===== src/rtl/comparador_sequencial_param_if.sv =====
// Operand/result bundle for comparador_sequencial_param: operand offer with
// handshake on one side, registered result with handshake on the other.
interface comparador_sequencial_param_if #(
  parameter int WIDTH = 3,
  parameter int CNT_W = 8
);
  logic             in_valid;
  logic             in_ready;
  logic [WIDTH-1:0] a;
  logic [WIDTH-1:0] b;
  logic [1:0]       mode;
  logic [WIDTH-1:0] mask;
  logic             clear;
  logic             out_valid;
  logic             out_ready;
  logic             fi;
  logic             eq;
  logic             gt;
  logic             lt;
  logic [CNT_W-1:0] match_cnt;
  logic             run_hit;

  modport master (
    output in_valid, a, b, mode, mask, clear, out_ready,
    input  in_ready, out_valid, fi, eq, gt, lt, match_cnt, run_hit
  );

  modport slave (
    input  in_valid, a, b, mode, mask, clear, out_ready,
    output in_ready, out_valid, fi, eq, gt, lt, match_cnt, run_hit
  );
endinterface


===== src/rtl/comparador_sequencial_param.sv =====
// Registered WIDTH-bit comparator with selectable mode, one-deep valid/ready
// result register, saturating match counter and consecutive-match run detector.
module comparador_sequencial_param #(
  parameter int WIDTH   = 3,
  parameter int CNT_W   = 8,
  parameter int RUN_LEN = 4
) (
  input logic clk,
  input logic rst,
  comparador_sequencial_param_if.slave bus
);

  typedef enum logic {EMPTY, FULL} state_t;

  typedef struct packed {
    logic fi;
    logic eq;
    logic gt;
    logic lt;
    logic run_hit;
  } res_t;

  localparam logic [7:0]       RUN_MAX = 8'(RUN_LEN);
  localparam logic [CNT_W-1:0] CNT_MAX = '1;

  state_t           state, state_nxt;
  res_t             res_q, res_nxt;
  logic [7:0]       run_cnt, run_base, run_nxt;
  logic [CNT_W-1:0] cnt_q, cnt_base, cnt_nxt;
  logic             in_ready, out_valid, acc, drn;
  logic             eq_c, gt_c, lt_c, fi_c;

  assign in_ready = !out_valid | bus.out_ready;
  assign acc      = bus.in_valid & in_ready;
  assign drn      = out_valid & bus.out_ready;

  always_comb begin
    state_nxt = state;
    out_valid = 1'b0;
    case (state)
      EMPTY: if (acc) state_nxt = FULL;
      FULL: begin
        out_valid = 1'b1;
        if (drn && !acc) state_nxt = EMPTY;
      end
      default: state_nxt = EMPTY;
    endcase
  end

  always_comb begin
    eq_c = (bus.a == bus.b);
    gt_c = (bus.a >  bus.b);
    lt_c = (bus.a <  bus.b);
    case (bus.mode)
      2'b00:   fi_c = eq_c;
      2'b01:   fi_c = gt_c;
      2'b10:   fi_c = lt_c;
      default: fi_c = ((bus.a & bus.mask) == (bus.b & bus.mask));
    endcase

    // CLEAR takes effect before the same-cycle transaction is counted
    run_base = bus.clear ? 8'd0 : run_cnt;
    cnt_base = bus.clear ? '0   : cnt_q;

    run_nxt = run_base;
    if (acc) run_nxt = fi_c ? ((run_base >= RUN_MAX) ? RUN_MAX : run_base + 8'd1) : 8'd0;

    cnt_nxt = cnt_base;
    if (acc && fi_c && cnt_base != CNT_MAX) cnt_nxt = cnt_base + CNT_W'(1);

    res_nxt = '{fi: fi_c, eq: eq_c, gt: gt_c, lt: lt_c, run_hit: (run_nxt == RUN_MAX)};
  end

  always_ff @(posedge clk or posedge rst) begin
    if (rst) begin
      state   <= EMPTY;
      res_q   <= '0;
      run_cnt <= 8'd0;
      cnt_q   <= '0;
    end else begin
      state   <= state_nxt;
      run_cnt <= run_nxt;
      cnt_q   <= cnt_nxt;
      if (acc) res_q <= res_nxt;
    end
  end

  assign bus.in_ready  = in_ready;
  assign bus.out_valid = out_valid;
  assign bus.fi        = res_q.fi;
  assign bus.eq        = res_q.eq;
  assign bus.gt        = res_q.gt;
  assign bus.lt        = res_q.lt;
  assign bus.run_hit   = res_q.run_hit;
  assign bus.match_cnt = cnt_q;

endmodule


===== src/flat_wrapper.sv =====
// flat-port wrapper written by rule: the top's interface ports become plain ports
module comparador_sequencial_param_flat 
#(
  parameter int WIDTH   = 3,
  parameter int CNT_W   = 8,
  parameter int RUN_LEN = 4
)
  (clk, rst, bus_in_valid, bus_a, bus_b, bus_mode, bus_mask, bus_clear, bus_out_ready, bus_in_ready, bus_out_valid, bus_fi, bus_eq, bus_gt, bus_lt, bus_match_cnt, bus_run_hit);
  comparador_sequencial_param_if #(.WIDTH(WIDTH), .CNT_W(CNT_W)) bus_i ();
  input logic clk;
  input logic rst;
  input wire logic [$bits(bus_i.in_valid)-1:0] bus_in_valid;
  input wire logic [$bits(bus_i.a)-1:0] bus_a;
  input wire logic [$bits(bus_i.b)-1:0] bus_b;
  input wire logic [$bits(bus_i.mode)-1:0] bus_mode;
  input wire logic [$bits(bus_i.mask)-1:0] bus_mask;
  input wire logic [$bits(bus_i.clear)-1:0] bus_clear;
  input wire logic [$bits(bus_i.out_ready)-1:0] bus_out_ready;
  output wire logic [$bits(bus_i.in_ready)-1:0] bus_in_ready;
  output wire logic [$bits(bus_i.out_valid)-1:0] bus_out_valid;
  output wire logic [$bits(bus_i.fi)-1:0] bus_fi;
  output wire logic [$bits(bus_i.eq)-1:0] bus_eq;
  output wire logic [$bits(bus_i.gt)-1:0] bus_gt;
  output wire logic [$bits(bus_i.lt)-1:0] bus_lt;
  output wire logic [$bits(bus_i.match_cnt)-1:0] bus_match_cnt;
  output wire logic [$bits(bus_i.run_hit)-1:0] bus_run_hit;
  assign bus_i.in_valid = bus_in_valid;
  assign bus_i.a = bus_a;
  assign bus_i.b = bus_b;
  assign bus_i.mode = bus_mode;
  assign bus_i.mask = bus_mask;
  assign bus_i.clear = bus_clear;
  assign bus_i.out_ready = bus_out_ready;
  assign bus_in_ready = bus_i.in_ready;
  assign bus_out_valid = bus_i.out_valid;
  assign bus_fi = bus_i.fi;
  assign bus_eq = bus_i.eq;
  assign bus_gt = bus_i.gt;
  assign bus_lt = bus_i.lt;
  assign bus_match_cnt = bus_i.match_cnt;
  assign bus_run_hit = bus_i.run_hit;
  comparador_sequencial_param #(.WIDTH(WIDTH), .CNT_W(CNT_W), .RUN_LEN(RUN_LEN)) u_core (.clk(clk), .rst(rst), .bus(bus_i));
endmodule

===== config.mk =====
export PLATFORM = sky130hd
export DESIGN_NAME = comparador_sequencial_param_flat
export DESIGN_NICKNAME = d
export VERILOG_FILES = /design/src/rtl/comparador_sequencial_param_if.sv /design/src/rtl/comparador_sequencial_param.sv /design/src/flat_wrapper.sv
export SDC_FILE = /design/constraint.sdc
export NUM_CORES = 1
export LEC_CHECK = 0
export ABC_CLOCK_PERIOD_IN_PS = 2000
export CAP_MARGIN = 5
export CORE_ASPECT_RATIO = 1.75
export CORE_MARGIN = 8
export CORE_UTILIZATION = 48
export DETAILED_ROUTE_END_ITERATION = 10
export GPL_TIMING_DRIVEN = 1
export PLACE_DENSITY = 0.83
export SYNTH_ARGS = -nofsm -noshare
export SYNTH_HDL_FRONTEND = slang
export SYNTH_SLANG_ARGS = --single-unit

===== constraint.sdc =====
create_clock -name clk -period 2 [get_ports clk]
set_input_delay 0.4 -clock clk [delete_from_list [all_inputs] [get_ports clk]]
set_output_delay 0.4 -clock clk [all_outputs]
set_load 0.01 [all_outputs]

Yosys cells after proc, flatten, opt, wreduce, memory -nomap -nowiden. Index checks and enable logic that the tools add are counted.

Bits in registers: 22. Bits of input ports: 16. Output and inout bits: 15.

$add $sub $neg: 2. $lt $le $gt $ge: 3. Equality and inequality tests: 6. Multiplexer cells: 11. Bitwise logic cells: 6. Reduce and logical (&&, ||, !) cells: 6.

Operator list (number): 8-bit two-way mux (6); 8-bit by 1-bit adder with 8-bit output (second input constant) (2); 8-bit by 3-bit equality test with 1-bit output (second input constant) (1); 8-bit by 3-bit greater-or-equal comparator with 1-bit output (second input constant) (1); 8-bit != test (second input constant) (1); 3-bit AND (2); 3-bit equality test (2); 3-bit greater-than comparator (1); 1-bit logical AND (3); 3-bit < comparator (1); 1-bit two-way mux (3); 1-bit case mux with 3 select lines (1); 1-bit AND (2); 2-bit by 1-bit equality test with 1-bit output (second input constant) (1); 2-bit equality test (second input constant) (1); 1-bit zero test (2); 2-bit zero test (1); 1-bit case mux with 2 select lines (1); 1-bit inverter (1); 1-bit OR (1).

Longest topological paths before layout.
Depth after elaboration: 8. Mapped depth: 8.

Worst setup path before layout. Ideal clock, no wire load.

Path type: input to register. Start point: input bus_b[2]. End point: register u_core.cnt_q[1] (netlist: u_core.bus.match_cnt[1]). Arrival time: 1.764 ns. Setup slack: 0.111 ns. Cell stages on the path: 8. Buffers on the path: 1. Cell sequence: inv_1 > ha_1 > and3b_1 > o31ai_1 > a21o_1 > buf_6 > nand3_2 > mux2_4.

Word-level cells in the longest chain between the ends: 6. Elaborated cells on any way between the ends: 9.

Ends and longest elaborated chain: start: declaration (RTL line flat_wrapper.sv:14) `input wire logic [$bits(bus_i.b)-1:0] bus_b;`; branches (longest 2 deep; another with 3-bit < comparator); 1-bit case mux with 3 select lines * (RTL line comparador_sequencial_param.sv:54) `case (bus.mode)`; 1-bit logical AND * (2 in series) (RTL line comparador_sequencial_param.sv:69) `if (acc && fi_c && cnt_base != CNT_MAX) cnt_nxt = cnt_base + CNT_W'(1);`; 8-bit two-way mux * (RTL line comparador_sequencial_param.sv:69); net u_core.cnt_nxt[1] (RTL line comparador_sequencial_param.sv:29) `logic [CNT_W-1:0] cnt_q, cnt_base, cnt_nxt;`; end signal: assignment (RTL line comparador_sequencial_param.sv:83) `cnt_q <= cnt_nxt;`; end: declaration (RTL line comparador_sequencial_param.sv:29).

Mark *: on every way through the listed nets, which the timed path passes. A chain may end at the register's enable or synchronous reset.

Worst setup path after layout.
Start point: register u_core.cnt_q[0] (netlist: u_core.bus.match_cnt[0]). End point: register u_core.cnt_q[7] (netlist: u_core.bus.match_cnt[7]).

Word-level cells in the longest chain between the ends: 4. Elaborated cells on any way between the ends: 5.

Ends and longest elaborated chain: 8-bit two-way mux * (RTL line comparador_sequencial_param.sv:63) `cnt_base = bus.clear ? '0 : cnt_q;`; branches (longest 2 deep; another with 8-bit by 1-bit adder with 8-bit output); 8-bit two-way mux * (RTL line comparador_sequencial_param.sv:69); net u_core.cnt_nxt[7] (RTL line comparador_sequencial_param.sv:29).

Marks and branches as above.

==> flow_metrics.env <==
export IMPL_outcome="finished clean"
export IMPL_clk_pin_slew_ns=0.08
export IMPL_setup_violations=0
export IMPL_ir_drop_uv=510
export IMPL_avgRoutedWirePerCell_um=17.0
export IMPL_fin_cells=208
export IMPL_yosys_area_share_simple_pct=24.0
export IMPL_worstSetupStartpointType="register"
export IMPL_synth_xor_xnor_area_share_pct=6.30
export IMPL_antennaDiodeCount=0
export IMPL_synthesis_area_um2=1250
export IMPL_dr_pass1_iters=4
export IMPL_intPower_mw=0.887
export IMPL_switching_share_pct=24.7
export IMPL_gp_congestion=0.955
export IMPL_track_usage_pct=16.8
export IMPL_hold_violations=0
export IMPL_vias_per_cell=5.39
export IMPL_cts_buffer_depth=2
export IMPL_grt_pass1_wl_mm=5.93
export IMPL_crit_required_ns=2.15
export IMPL_cp_arrival_ns=2.06
export IMPL_drt_iter0_drc=24
export IMPL_fmax_mhz=523
export IMPL_cts_tree="yes"
export IMPL_die_x_um=54.6
export IMPL_ant_nets=0
export IMPL_drive_above_1_share_pct=29.7
export IMPL_dr_total_vias=1121
export IMPL_utilization_pct=77.1
export IMPL_switchingPower_mw=0.292
export IMPL_power_density_nw_per_um2=613
export IMPL_synth_ff_type="dfrtp_1"
export IMPL_drc=0
export IMPL_worstMarginPinSlew_ns=0.343
export IMPL_placed_cell_area_um2=1730
export IMPL_finalCriticalPeriod_ns=1.91
export IMPL_total_power_mw=1.18
export IMPL_port_buffers=30
export IMPL_power_frac_seq_pct=40.7
export IMPL_wl_mm=3.53
export IMPL_grt_max_degree=23
export IMPL_synth_mux_area_share_pct=2.00
export IMPL_antenna_found_initial=0
export IMPL_synth_edf_count=0
export IMPL_chipHeight_um=83.5
export IMPL_cp_max_fo=3
export IMPL_power_leakage_nw=0.916
export IMPL_post_synth_top_count_cell="dfrtp_1"
export IMPL_synth_cells=123
export IMPL_synth_compound_area_share_pct=14.1
export IMPL_hp_class="in2async"
export IMPL_synthTopCellsByArea="dfrtp_1 (44%), ha_1 (6.0%), xnor2_1 (4.2%)"
export IMPL_ys_seq_elements=22
export IMPL_final_nets=205
export IMPL_dieArea_um2=4560
export IMPL_ys_top_cells_by_count="dfrtp_1 (22), nand2_1 (12), nor2_1 (8)"
export IMPL_clock_skew_ns=0.00279
export IMPL_maxSlewHeadroom_pct=77.1
export IMPL_synth_distinct_cells=37
export IMPL_maxCapViolCount=0
export IMPL_synth_top_cell_by_area="dfrtp_1"
export IMPL_seq_area_frac_synth_pct=44.0
export IMPL_endpoint_kind="register"
export IMPL_htreeDepth=1
export IMPL_io_pins=31
export IMPL_cts_made_buffers=3
export IMPL_slew_viol_final=0
export IMPL_core_um2=2490
export IMPL_design_area_um2=1920
export IMPL_yosys_area_share_adder_pct=6.00
export IMPL_area_growth_pct=53.6
export IMPL_synthArstFlopShare_pct=100
export IMPL_root_buffer="clkbuf_8"
export IMPL_clkLatencyLatePin_ns=0.26
export IMPL_postCtsHoldBufs=0
export IMPL_yosysWarnings=0
export IMPL_grt_pass1_vias=1228
export IMPL_dp_cells=198
export IMPL_period_share_pct=95.6
export IMPL_combinationalPowerShare_pct=24.2
export IMPL_synth_top_family_by_area="simple AND/OR/NAND/NOR gates"
export IMPL_netlist_area_leader_share_pct=44.0
export IMPL_critical_path_class="reg2reg"
export IMPL_initial_core_util_pct=50.2
export IMPL_overflow=0
export IMPL_hpwl_mm=2.41
export IMPL_syn_area_per_cell_um2=10.2
export IMPL_cts_sinks=22
export IMPL_clockPowerShare_pct=35.1
export IMPL_rows=24
export IMPL_synth_nets=145
routing by layer:
layer	part of all wire (%)	wire, µm	track usage, %
met5	0	0	0
met4	0.99	35	4.95
met3	5.2	184	2.68
met2	56	1980	30.7
met1	38	1330	17.8
layout by cell type (no fill, tap or decap), types with 2 or more instances in the layout:
master,n
dfrtp_1,22
clkdlybuf4s50_1,22
and2b_1,4
dlygate4sd2_1,6
nor2b_1,3
buf_4,28
o21ai_1,2
o31ai_1,2
clkbuf_8,3
nand3_1,3
nand2_1,11
inv_1,5
a21oi_1,2
ha_4,3
nor2_1,7
xnor2_1,6
nand2_2,2
xor2_1,3
o31ai_2,2
ha_1,3
inv_2,2
nand2b_1,5
o21ai_0,4
nand4_1,3
and2_1,5
power groups by stage:
stage               sequential [mW]  combinational [mW]  clock, mW
floorplan                     0.496              0.0974          0
global placement              0.486               0.234          0
detailed placement            0.488               0.242          0
CTS                           0.480               0.273      0.420
global route                  0.483               0.309      0.436
finish                        0.479               0.285      0.414
per-stage QoR:
stage | setup slack, ns | hold WS, ns | TNS [ns]
CTS | 0.0187 | 0.468 | 0
floorplan | 0.111 | 0.389 | 0
global placement | -0.480 | 0.459 | -5.26
finish | 0.0872 | 0.458 | 0
detailed placement | -0.538 | 0.469 | -6.10
global route | -0.00142 | 0.509 | -0.00142
path summary, 6_finish.rpt:
path                                         start                 endpoint  slack, ns  depth (start not counted)
max                        u_core.bus.match_cnt[0]  u_core.bus.match_cnt[7]       0.09                          7
min                                            rst            u_core.bus.fi       0.46                          3
max reg2reg                u_core.bus.match_cnt[0]  u_core.bus.match_cnt[7]       0.09                          7
min reg2reg                          u_core.bus.eq            u_core.bus.eq       0.49                          2
max in group asynchronous                      rst  u_core.bus.match_cnt[5]       1.32                          3
min in group clk                     u_core.bus.eq            u_core.bus.eq       0.49                          2
critical path, stage by stage (launching register included):
cell and delay (ns):
dfrtp_1 0.40, and2b_1 0.18, ha_1 0.21, and2_4 0.17, and4_4 0.18, a2111oi_4 0.35
nand4_1 0.16, xnor2_1 0.15
flip-flops by register name, summed over array words and instances (netlist names):
name / cells
u_core.bus.run_hit: 1
u_core.state: 1
u_core.bus.match_cnt: 8
u_core.bus.lt: 1
u_core.bus.eq: 1
u_core.run_cnt: 8
u_core.bus.fi: 1
u_core.bus.gt: 1
kinds of logic (layout without fill, tap and decap cells):
family | Yosys count | after routing
flip-flops | 22 | 22
AO/OA/AOI/OAI | 21 | 21
AND/OR/NAND/NOR | 53 | 53
XOR/XNOR | 9 | 9
adder cells (fa/ha/maj) | 6 | 6
buffers and inverters | 10 | 69
multiplexers | 2 | 2
repair_timing:
item	in CTS	in global routing
setup buffers	4	2
gates resized for setup	20	7
endpoints found under the setup margin	13	11
pin swaps	12	3
layout make-up:
| type | count | area (µm²) |
|---|---|---|
| clock buffer | 3 | 41.3 |
| sequential | 22 | 551 |
| timing repair buffer | 58 | 500 |
| tap | 26 | 32.5 |
| multi-input combinational | 91 | 741 |
| clock inverter | 1 | 30.0 |
| inverter | 7 | 26.3 |
| fill | 163 | 571 |
No activity file was read; power rests on OpenSTA's default activity.
